--- src/rtl/synth_pkg.sv ---
// Shared types for the synth note-event front end: MIDI status nibbles,
// message kinds, FSM encodings and the voice-table entry.
package synth_pkg;

   localparam logic [3:0] NOTE_OFF = 4'h8;
   localparam logic [3:0] NOTE_ON  = 4'h9;
   localparam logic [3:0] POLY_AT  = 4'hA;

   typedef enum logic [1:0] {K_ON, K_OFF, K_AT} msg_kind_t;

   typedef enum logic [1:0] {P_IDLE, P_DATA1, P_DATA2} pstate_t;

   typedef enum logic [1:0] {D_IDLE, D_SCAN, D_EMIT} dstate_t;

   typedef struct packed {
      logic       valid;
      logic [3:0] channel;
      logic [6:0] note;
   } voice_t;

   typedef struct packed {
      msg_kind_t  kind;
      logic [3:0] channel;
      logic [6:0] note;
      logic [6:0] velocity;
   } note_msg_t;

endpackage

--- src/rtl/midi_parser.sv ---
// MIDI byte-stream parser with running status; flags completed note-on,
// note-off and poly-aftertouch messages combinationally on the completing byte.
module midi_parser
   import synth_pkg::*;
(
   input  logic       clk32,
   input  logic       rst,
   input  logic [7:0] rx_byte,
   input  logic       rx_valid,
   output logic       msg_valid,
   output note_msg_t  msg
);

   pstate_t    state, state_n;
   logic       rs_vld, rs_vld_n;
   logic [7:0] rs, rs_n;
   logic [6:0] d1, d1_n;
   logic       one_byte;

   assign one_byte = (rs[7:4] == 4'hC) || (rs[7:4] == 4'hD);

   always_ff @(posedge clk32) begin
      if (rst) begin
         state  <= P_IDLE;
         rs_vld <= 1'b0;
         rs     <= '0;
         d1     <= '0;
      end else begin
         state  <= state_n;
         rs_vld <= rs_vld_n;
         rs     <= rs_n;
         d1     <= d1_n;
      end
   end

   always_comb begin
      state_n   = state;
      rs_vld_n  = rs_vld;
      rs_n      = rs;
      d1_n      = d1;
      msg_valid = 1'b0;
      msg       = '0;
      // Realtime bytes (F8-FF) fall through untouched.
      if (rx_valid && rx_byte < 8'hF8) begin
         if (rx_byte[7:4] == 4'hF) begin
            rs_vld_n = 1'b0;
            state_n  = P_IDLE;
         end else if (rx_byte[7]) begin
            rs_vld_n = 1'b1;
            rs_n     = rx_byte;
            state_n  = P_DATA1;
         end else begin
            case (state)
               P_IDLE, P_DATA1: begin
                  if (rs_vld) begin
                     d1_n    = rx_byte[6:0];
                     state_n = one_byte ? P_IDLE : P_DATA2;
                  end
               end
               P_DATA2: begin
                  state_n      = P_IDLE;
                  msg.channel  = rs[3:0];
                  msg.note     = d1;
                  msg.velocity = rx_byte[6:0];
                  case (rs[7:4])
                     NOTE_ON: begin
                        msg_valid = 1'b1;
                        msg.kind  = (rx_byte[6:0] == 7'd0) ? K_OFF : K_ON;
                     end
                     NOTE_OFF: begin
                        msg_valid = 1'b1;
                        msg.kind  = K_OFF;
                     end
                     POLY_AT: begin
                        msg_valid = 1'b1;
                        msg.kind  = K_AT;
                     end
                     default: ;
                  endcase
               end
               default: state_n = P_IDLE;
            endcase
         end
      end
   end

endmodule

--- src/rtl/midi_note_dispatch.sv ---
// Note dispatcher: 1-deep pending buffer, voice table, linear scan allocator.
// Define VOICE_STEAL_EN to steal a slot round-robin when the table is full.
module midi_note_dispatch
   import synth_pkg::*;
#(
   parameter int NUM_VOICES = 128
)
(
   input  logic       clk32,
   input  logic       rst,
   input  logic [7:0] rx_byte,
   input  logic       rx_valid,
   output logic       note_pressed,
   output logic       note_released,
   output logic       note_keypress,
   output logic [6:0] note,
   output logic [6:0] velocity,
   output logic [3:0] channel,
   output logic [7:0] addr,
   output logic       busy,
   output logic       overflow
);

   localparam int            IW   = (NUM_VOICES > 1) ? $clog2(NUM_VOICES) : 1;
   localparam logic [IW-1:0] LAST = IW'(NUM_VOICES - 1);

   logic          msg_valid;
   note_msg_t     msg, pend, cur;
   logic          pend_full, take, last, hit;
   dstate_t       dstate, dstate_n;
   voice_t        vtab [NUM_VOICES];
   voice_t        ent;
   logic [IW-1:0] idx, m_idx, f_idx, m_idx_n, f_idx_n, slot;
   logic          m_found, f_found, m_found_n, f_found_n;
   logic          act_press, act_rel, act_kp;
`ifdef VOICE_STEAL_EN
   logic [IW-1:0] steal_ptr;
   logic          act_steal;
`endif

   midi_parser u_parser (
      .clk32     (clk32),
      .rst       (rst),
      .rx_byte   (rx_byte),
      .rx_valid  (rx_valid),
      .msg_valid (msg_valid),
      .msg       (msg)
   );

   assign take      = (dstate == D_IDLE) && pend_full;
   assign last      = (idx == LAST);
   assign ent       = vtab[idx];
   assign hit       = ent.valid && (ent.channel == cur.channel) && (ent.note == cur.note);
   assign m_found_n = m_found | hit;
   assign m_idx_n   = m_found ? m_idx : idx;
   assign f_found_n = f_found | ~ent.valid;
   assign f_idx_n   = f_found ? f_idx : idx;
   assign busy      = pend_full || (dstate != D_IDLE);

   always_ff @(posedge clk32) begin
      if (rst) dstate <= D_IDLE;
      else     dstate <= dstate_n;
   end

   // The decision is taken on the last scan edge so the strobe lands in D_EMIT.
   always_comb begin
      dstate_n  = dstate;
      act_press = 1'b0;
      act_rel   = 1'b0;
      act_kp    = 1'b0;
      slot      = m_idx_n;
`ifdef VOICE_STEAL_EN
      act_steal = 1'b0;
`endif
      case (dstate)
         D_IDLE: if (pend_full) dstate_n = D_SCAN;
         D_SCAN: begin
            if (last) begin
               dstate_n = D_EMIT;
               case (cur.kind)
                  K_ON: begin
                     if (m_found_n) begin
                        act_press = 1'b1;
                     end else if (f_found_n) begin
                        act_press = 1'b1;
                        slot      = f_idx_n;
                     end
`ifdef VOICE_STEAL_EN
                     else begin
                        act_press = 1'b1;
                        act_steal = 1'b1;
                        slot      = steal_ptr;
                     end
`endif
                  end
                  K_OFF:   act_rel = m_found_n;
                  K_AT:    act_kp  = m_found_n;
                  default: ;
               endcase
            end
         end
         default: dstate_n = D_IDLE;
      endcase
   end

   always_ff @(posedge clk32) begin
      if (rst) begin
         pend_full     <= 1'b0;
         pend          <= '0;
         cur           <= '0;
         idx           <= '0;
         m_idx         <= '0;
         f_idx         <= '0;
         m_found       <= 1'b0;
         f_found       <= 1'b0;
         note_pressed  <= 1'b0;
         note_released <= 1'b0;
         note_keypress <= 1'b0;
         overflow      <= 1'b0;
         note          <= '0;
         velocity      <= '0;
         channel       <= '0;
         addr          <= '0;
         for (int i = 0; i < NUM_VOICES; i++) vtab[i] <= '0;
`ifdef VOICE_STEAL_EN
         steal_ptr     <= '0;
`endif
      end else begin
         note_pressed  <= act_press;
         note_released <= act_rel;
         note_keypress <= act_kp;
         overflow      <= msg_valid && pend_full && !take;
         // A buffer freed this cycle may be refilled on the same edge.
         if (msg_valid && (!pend_full || take)) begin
            pend_full <= 1'b1;
            pend      <= msg;
         end else if (take) begin
            pend_full <= 1'b0;
         end
         if (take) begin
            cur     <= pend;
            idx     <= '0;
            m_found <= 1'b0;
            f_found <= 1'b0;
         end else if (dstate == D_SCAN) begin
            idx     <= last ? '0 : idx + IW'(1);
            m_found <= m_found_n;
            m_idx   <= m_idx_n;
            f_found <= f_found_n;
            f_idx   <= f_idx_n;
         end
         if (act_press) vtab[slot] <= '{valid: 1'b1, channel: cur.channel, note: cur.note};
         if (act_rel)   vtab[slot] <= '0;
         if (act_press || act_rel || act_kp) begin
            note     <= cur.note;
            velocity <= cur.velocity;
            channel  <= cur.channel;
            addr     <= 8'(slot);
         end
`ifdef VOICE_STEAL_EN
         if (act_steal) steal_ptr <= (steal_ptr == LAST) ? '0 : steal_ptr + IW'(1);
`endif
      end
   end

endmodule

--- config.mk ---
export PLATFORM = sky130hd
export DESIGN_NAME = midi_note_dispatch
export DESIGN_NICKNAME = d
export VERILOG_FILES = /design/src/rtl/synth_pkg.sv /design/src/rtl/midi_parser.sv /design/src/rtl/midi_note_dispatch.sv
export SDC_FILE = /design/constraint.sdc
export NUM_CORES = 2
export LEC_CHECK = 0
export CAP_MARGIN = 10
export CORE_UTILIZATION = 35
export DETAILED_ROUTE_END_ITERATION = 10
export PLACE_DENSITY = 0.48
export SLEW_MARGIN = 5
export SYNTH_ARGS = -nofsm -noshare
export SYNTH_HDL_FRONTEND = slang
export SYNTH_SLANG_ARGS = --single-unit
export TNS_END_PERCENT = 20
--- constraint.sdc ---
create_clock -name clk32 -period 7 [get_ports clk32]
set_input_delay 1.75 -clock clk32 [delete_from_list [all_inputs] [get_ports clk32]]
set_output_delay 1.75 -clock clk32 [all_outputs]
set_load 0.01 [all_outputs]
==> results.sh <==
export IMPL_core_um2=228000
export IMPL_hold_viol_final=0
export IMPL_start_kind="register"
export IMPL_rows=175
export IMPL_worstRegToRegCells=15
export IMPL_clock_sinks=1656
export IMPL_fill_cells=21000
export IMPL_drv_cap=0
export IMPL_yosysWarnings=0
export IMPL_crit_arrival_ns=7.52
export IMPL_cts_tree="yes"
export IMPL_drive_above_1_share_pct=28.4
export IMPL_grt_max_degree=114
export IMPL_min_path_cells=2
export IMPL_r2r_end="vtab[44][11]"
export IMPL_cellLeakagePower_nw=26.3
export IMPL_status="completed"
export IMPL_cp_data_required_time_ns=7.55
export IMPL_die_h_um=482
export IMPL_hp_class="register to register"
export IMPL_end_kind="register"
export IMPL_critPathBufInv=5
export IMPL_fin_nets=5816
export IMPL_rsz0062_at_grt="no"
export IMPL_cp_cell_sequence="buf_12 > mux4_2 > a221oi_1 > nand3_1 > xor2_1 > o31ai_1 > a31oi_1 > a2111oi_4 > buf_12 > o31a_1 > or3b_4 > buf_12 > buf_12 > buf_4 > nor4_1"
export IMPL_final_cell_mix="1,536 x edfxtp_1, 1,104 x nor4_1, 516 x buf_4"
export IMPL_grt_use_total_pct=24.2
export IMPL_path_common_cell="buf_12"
export IMPL_fin_crit_sh_pct=99.6
export IMPL_drv_slew=0
export IMPL_firstDrtPassIters=6
export IMPL_clk_pin_slew_worst_paths_ns=0.06
export IMPL_tightest_slew_ns=1.26
export IMPL_min_from="pend[13]"
export IMPL_cp_num_cells=15
export IMPL_skew_ns=0.0621
export IMPL_crit_slowest_cell="dfxtp_4"
export IMPL_vias=56000
export IMPL_die_area_um2=232000
export IMPL_syn_inst=5863
export IMPL_clockBufferDepth=3
export IMPL_finalSetupTns_ns=0
export IMPL_rrSetupSlack_ns=0.02
export IMPL_ctsResizeCount=0
export IMPL_utilization_pct=41.0
export IMPL_initialDrtViolationCount=5971
export IMPL_setup_violations=0
export IMPL_area_growth_syn_to_layout_pct=16.2
export IMPL_antenna_found_initial=8
export IMPL_grt_ovfl_total=0
export IMPL_worst_skew_pair_late_latency_ns=0.88
export IMPL_cp_top_family="compound AO/OA/AOI/OAI gates"
export IMPL_power_density_nw_per_um2=233
export IMPL_mostFrequentLayoutCell="edfxtp_1"
export IMPL_vias_per_cell=6.24
export IMPL_io_pins=42
export IMPL_hold_buffers=0
export IMPL_htreeDepth=4
export IMPL_cp_max_fo=67
export IMPL_gp_congestion=0.865
export IMPL_dp_hpwl_um=181000
export IMPL_fmax_mhz=143
export IMPL_grt_pass1_vias=54800
export IMPL_drc_errors=0
export IMPL_crit_path_max_incr_delay_ns=0.80
export IMPL_slew_headroom_pct=15.7
export IMPL_cts_root_buffer="clkbuf_16"
export IMPL_ir_drop_v=0.000258
export IMPL_holdPathEnd="pend[13]"
export IMPL_synthFlopType="edfxtp_1"
export IMPL_synth_edff_count=1536
export IMPL_synth_async_reset_ratio_pct=0
export IMPL_ys_ff_latch=1656
export IMPL_syn_nets=5875
export IMPL_die_width_um=482
export IMPL_fin_crit_ns=6.98
export IMPL_path_class="register to register"
export IMPL_ant_nets=0
export IMPL_start_util_pct=35.3
export IMPL_wire_per_inst_um=31.8
export IMPL_port_buffers=40
export IMPL_cts_buffers=186
export IMPL_grt_pass1_wl_um=412000
export IMPL_wl_um=285000
export IMPL_synth_area_um2=80500
export IMPL_ys_seq_area_share_pct=60.2
export IMPL_syn_avg_cell_area_um2=13.7
export IMPL_synth_distinct_cells=80
## final cells by class
cell class                 instances  area, um^2  area share (%)
sequential                      1656       48500            51.9
multi-input combinational       3271       28600            30.6
timing repair buffer             676        6670            7.13
clock buffer                     249        5010            5.36
tap                             3009        3760            4.02
clock inverter                    89         891           0.952
inverter                          13        61.3          0.0655
antenna                            2        5.00         0.00535
## per-stage QoR
stage               instance area [um^2]  setup slack (ns)  power (mW)  hold WS, ns  cells
detailed placement                 87600             0.201        12.3        0.446   8624
finish                             93600            0.0247        21.8        0.451   8965
global route                       93600            0.0769        22.4        0.467   8964
floorplan                          80500              1.40        11.9        0.432   5863
global placement                   87600             0.193        12.3        0.441   8623
CTS                                93500             0.150        22.0        0.454   8962
## cell families (layout without fill, tap and decap cells)
| logic type | Yosys count | after routing | synth area share [%] |
|---|---|---|---|
| simple gates | 1968 | 1968 | 17.3 |
| flops | 1656 | 1656 | 60.2 |
| buf+inv | 936 | 1027 | 5.43 |
| compound gates | 644 | 644 | 5.63 |
| mux | 623 | 623 | 11.0 |
| xor+xnor | 34 | 34 | 0.370 |
| fa+ha+maj | 1 | 1 | 0.0155 |
| other cells | 1 | 3 | 0.00466 |
## cell usage after synthesis, types with 18 or more instances
cell	count	area [um^2]
nor2b_1	22	138
buf_6	64	721
buf_4	19	143
edfxtp_1	1536	46100
dfxtp_1	120	2400
o22ai_1	26	163
xnor2_1	20	175
nand2_1	138	518
nor4_1	1104	6910
nor4_2	357	4470
a211oi_1	18	135
o31ai_1	141	1060
nor2_1	73	274
a21oi_1	129	646
nor3_1	106	531
o21ai_0	27	135
clkbuf_1	522	1960
nand3_1	73	365
mux4_2	210	4730
buf_1	85	319
buf_2	231	1160
a22oi_1	193	1450
mux2i_1	396	3960
a31o_2	19	166
and4_1	18	158
## worst reg2reg max path: stages (launching register included)
cell,delay (ns)
dfxtp_4,0.80
buf_12,0.49
mux4_2,0.50
a221oi_1,0.32
nand3_1,0.31
xor2_1,0.25
o31ai_1,0.73
a31oi_1,0.39
a2111oi_4,0.48
buf_12,0.21
o31a_1,0.22
or3b_4,0.49
buf_12,0.22
buf_12,0.26
buf_4,0.29
nor4_1,0.71
## worst max-delay path by stage
stage                         from           end  slack [ns]
after floorplan           register   vtab[22][0]        1.40
after global placement    register   vtab[66][4]        0.19
after detailed placement  register  vtab[44][11]        0.20
after CTS                 register  vtab[44][11]        0.15
after global routing      register  vtab[44][11]        0.08
final                     register  vtab[44][11]        0.02
## routing by layer
metal	global-route usage, %	vias up	share of wire [%]
met4	7.91	4	3.3
met5	0	-	0.0095
met1	34.5	29400	44
met3	4.04	420	6.7
li1	-	24000	-
met2	37.5	2179	46
## flip-flops by register name, summed over array words and instances (netlist names), 2 cells and up, named ones only
name / flops
vtab: 1536
cur: 20
pend: 20
u_parser.rs: 8
addr: 7
f_idx: 7
idx: 7
m_idx: 7
note: 7
u_parser.d1: 7
velocity: 7
channel: 4
dstate: 2
u_parser.state: 2
## timing repair
action,in CTS,in global routing
buffers inserted,0,1
setup endpoints to repair,0,1
hold endpoints to repair,0,0
## power breakdown
group	internal [mW]	switching [mW]	leakage [nW]
clock	5.42	4.26	2.86
combinational	0.286	0.484	7.85
sequential	11.2	0.142	15.5
total	16.9	4.89	26.3
Power figures use the tool's default switching activity.
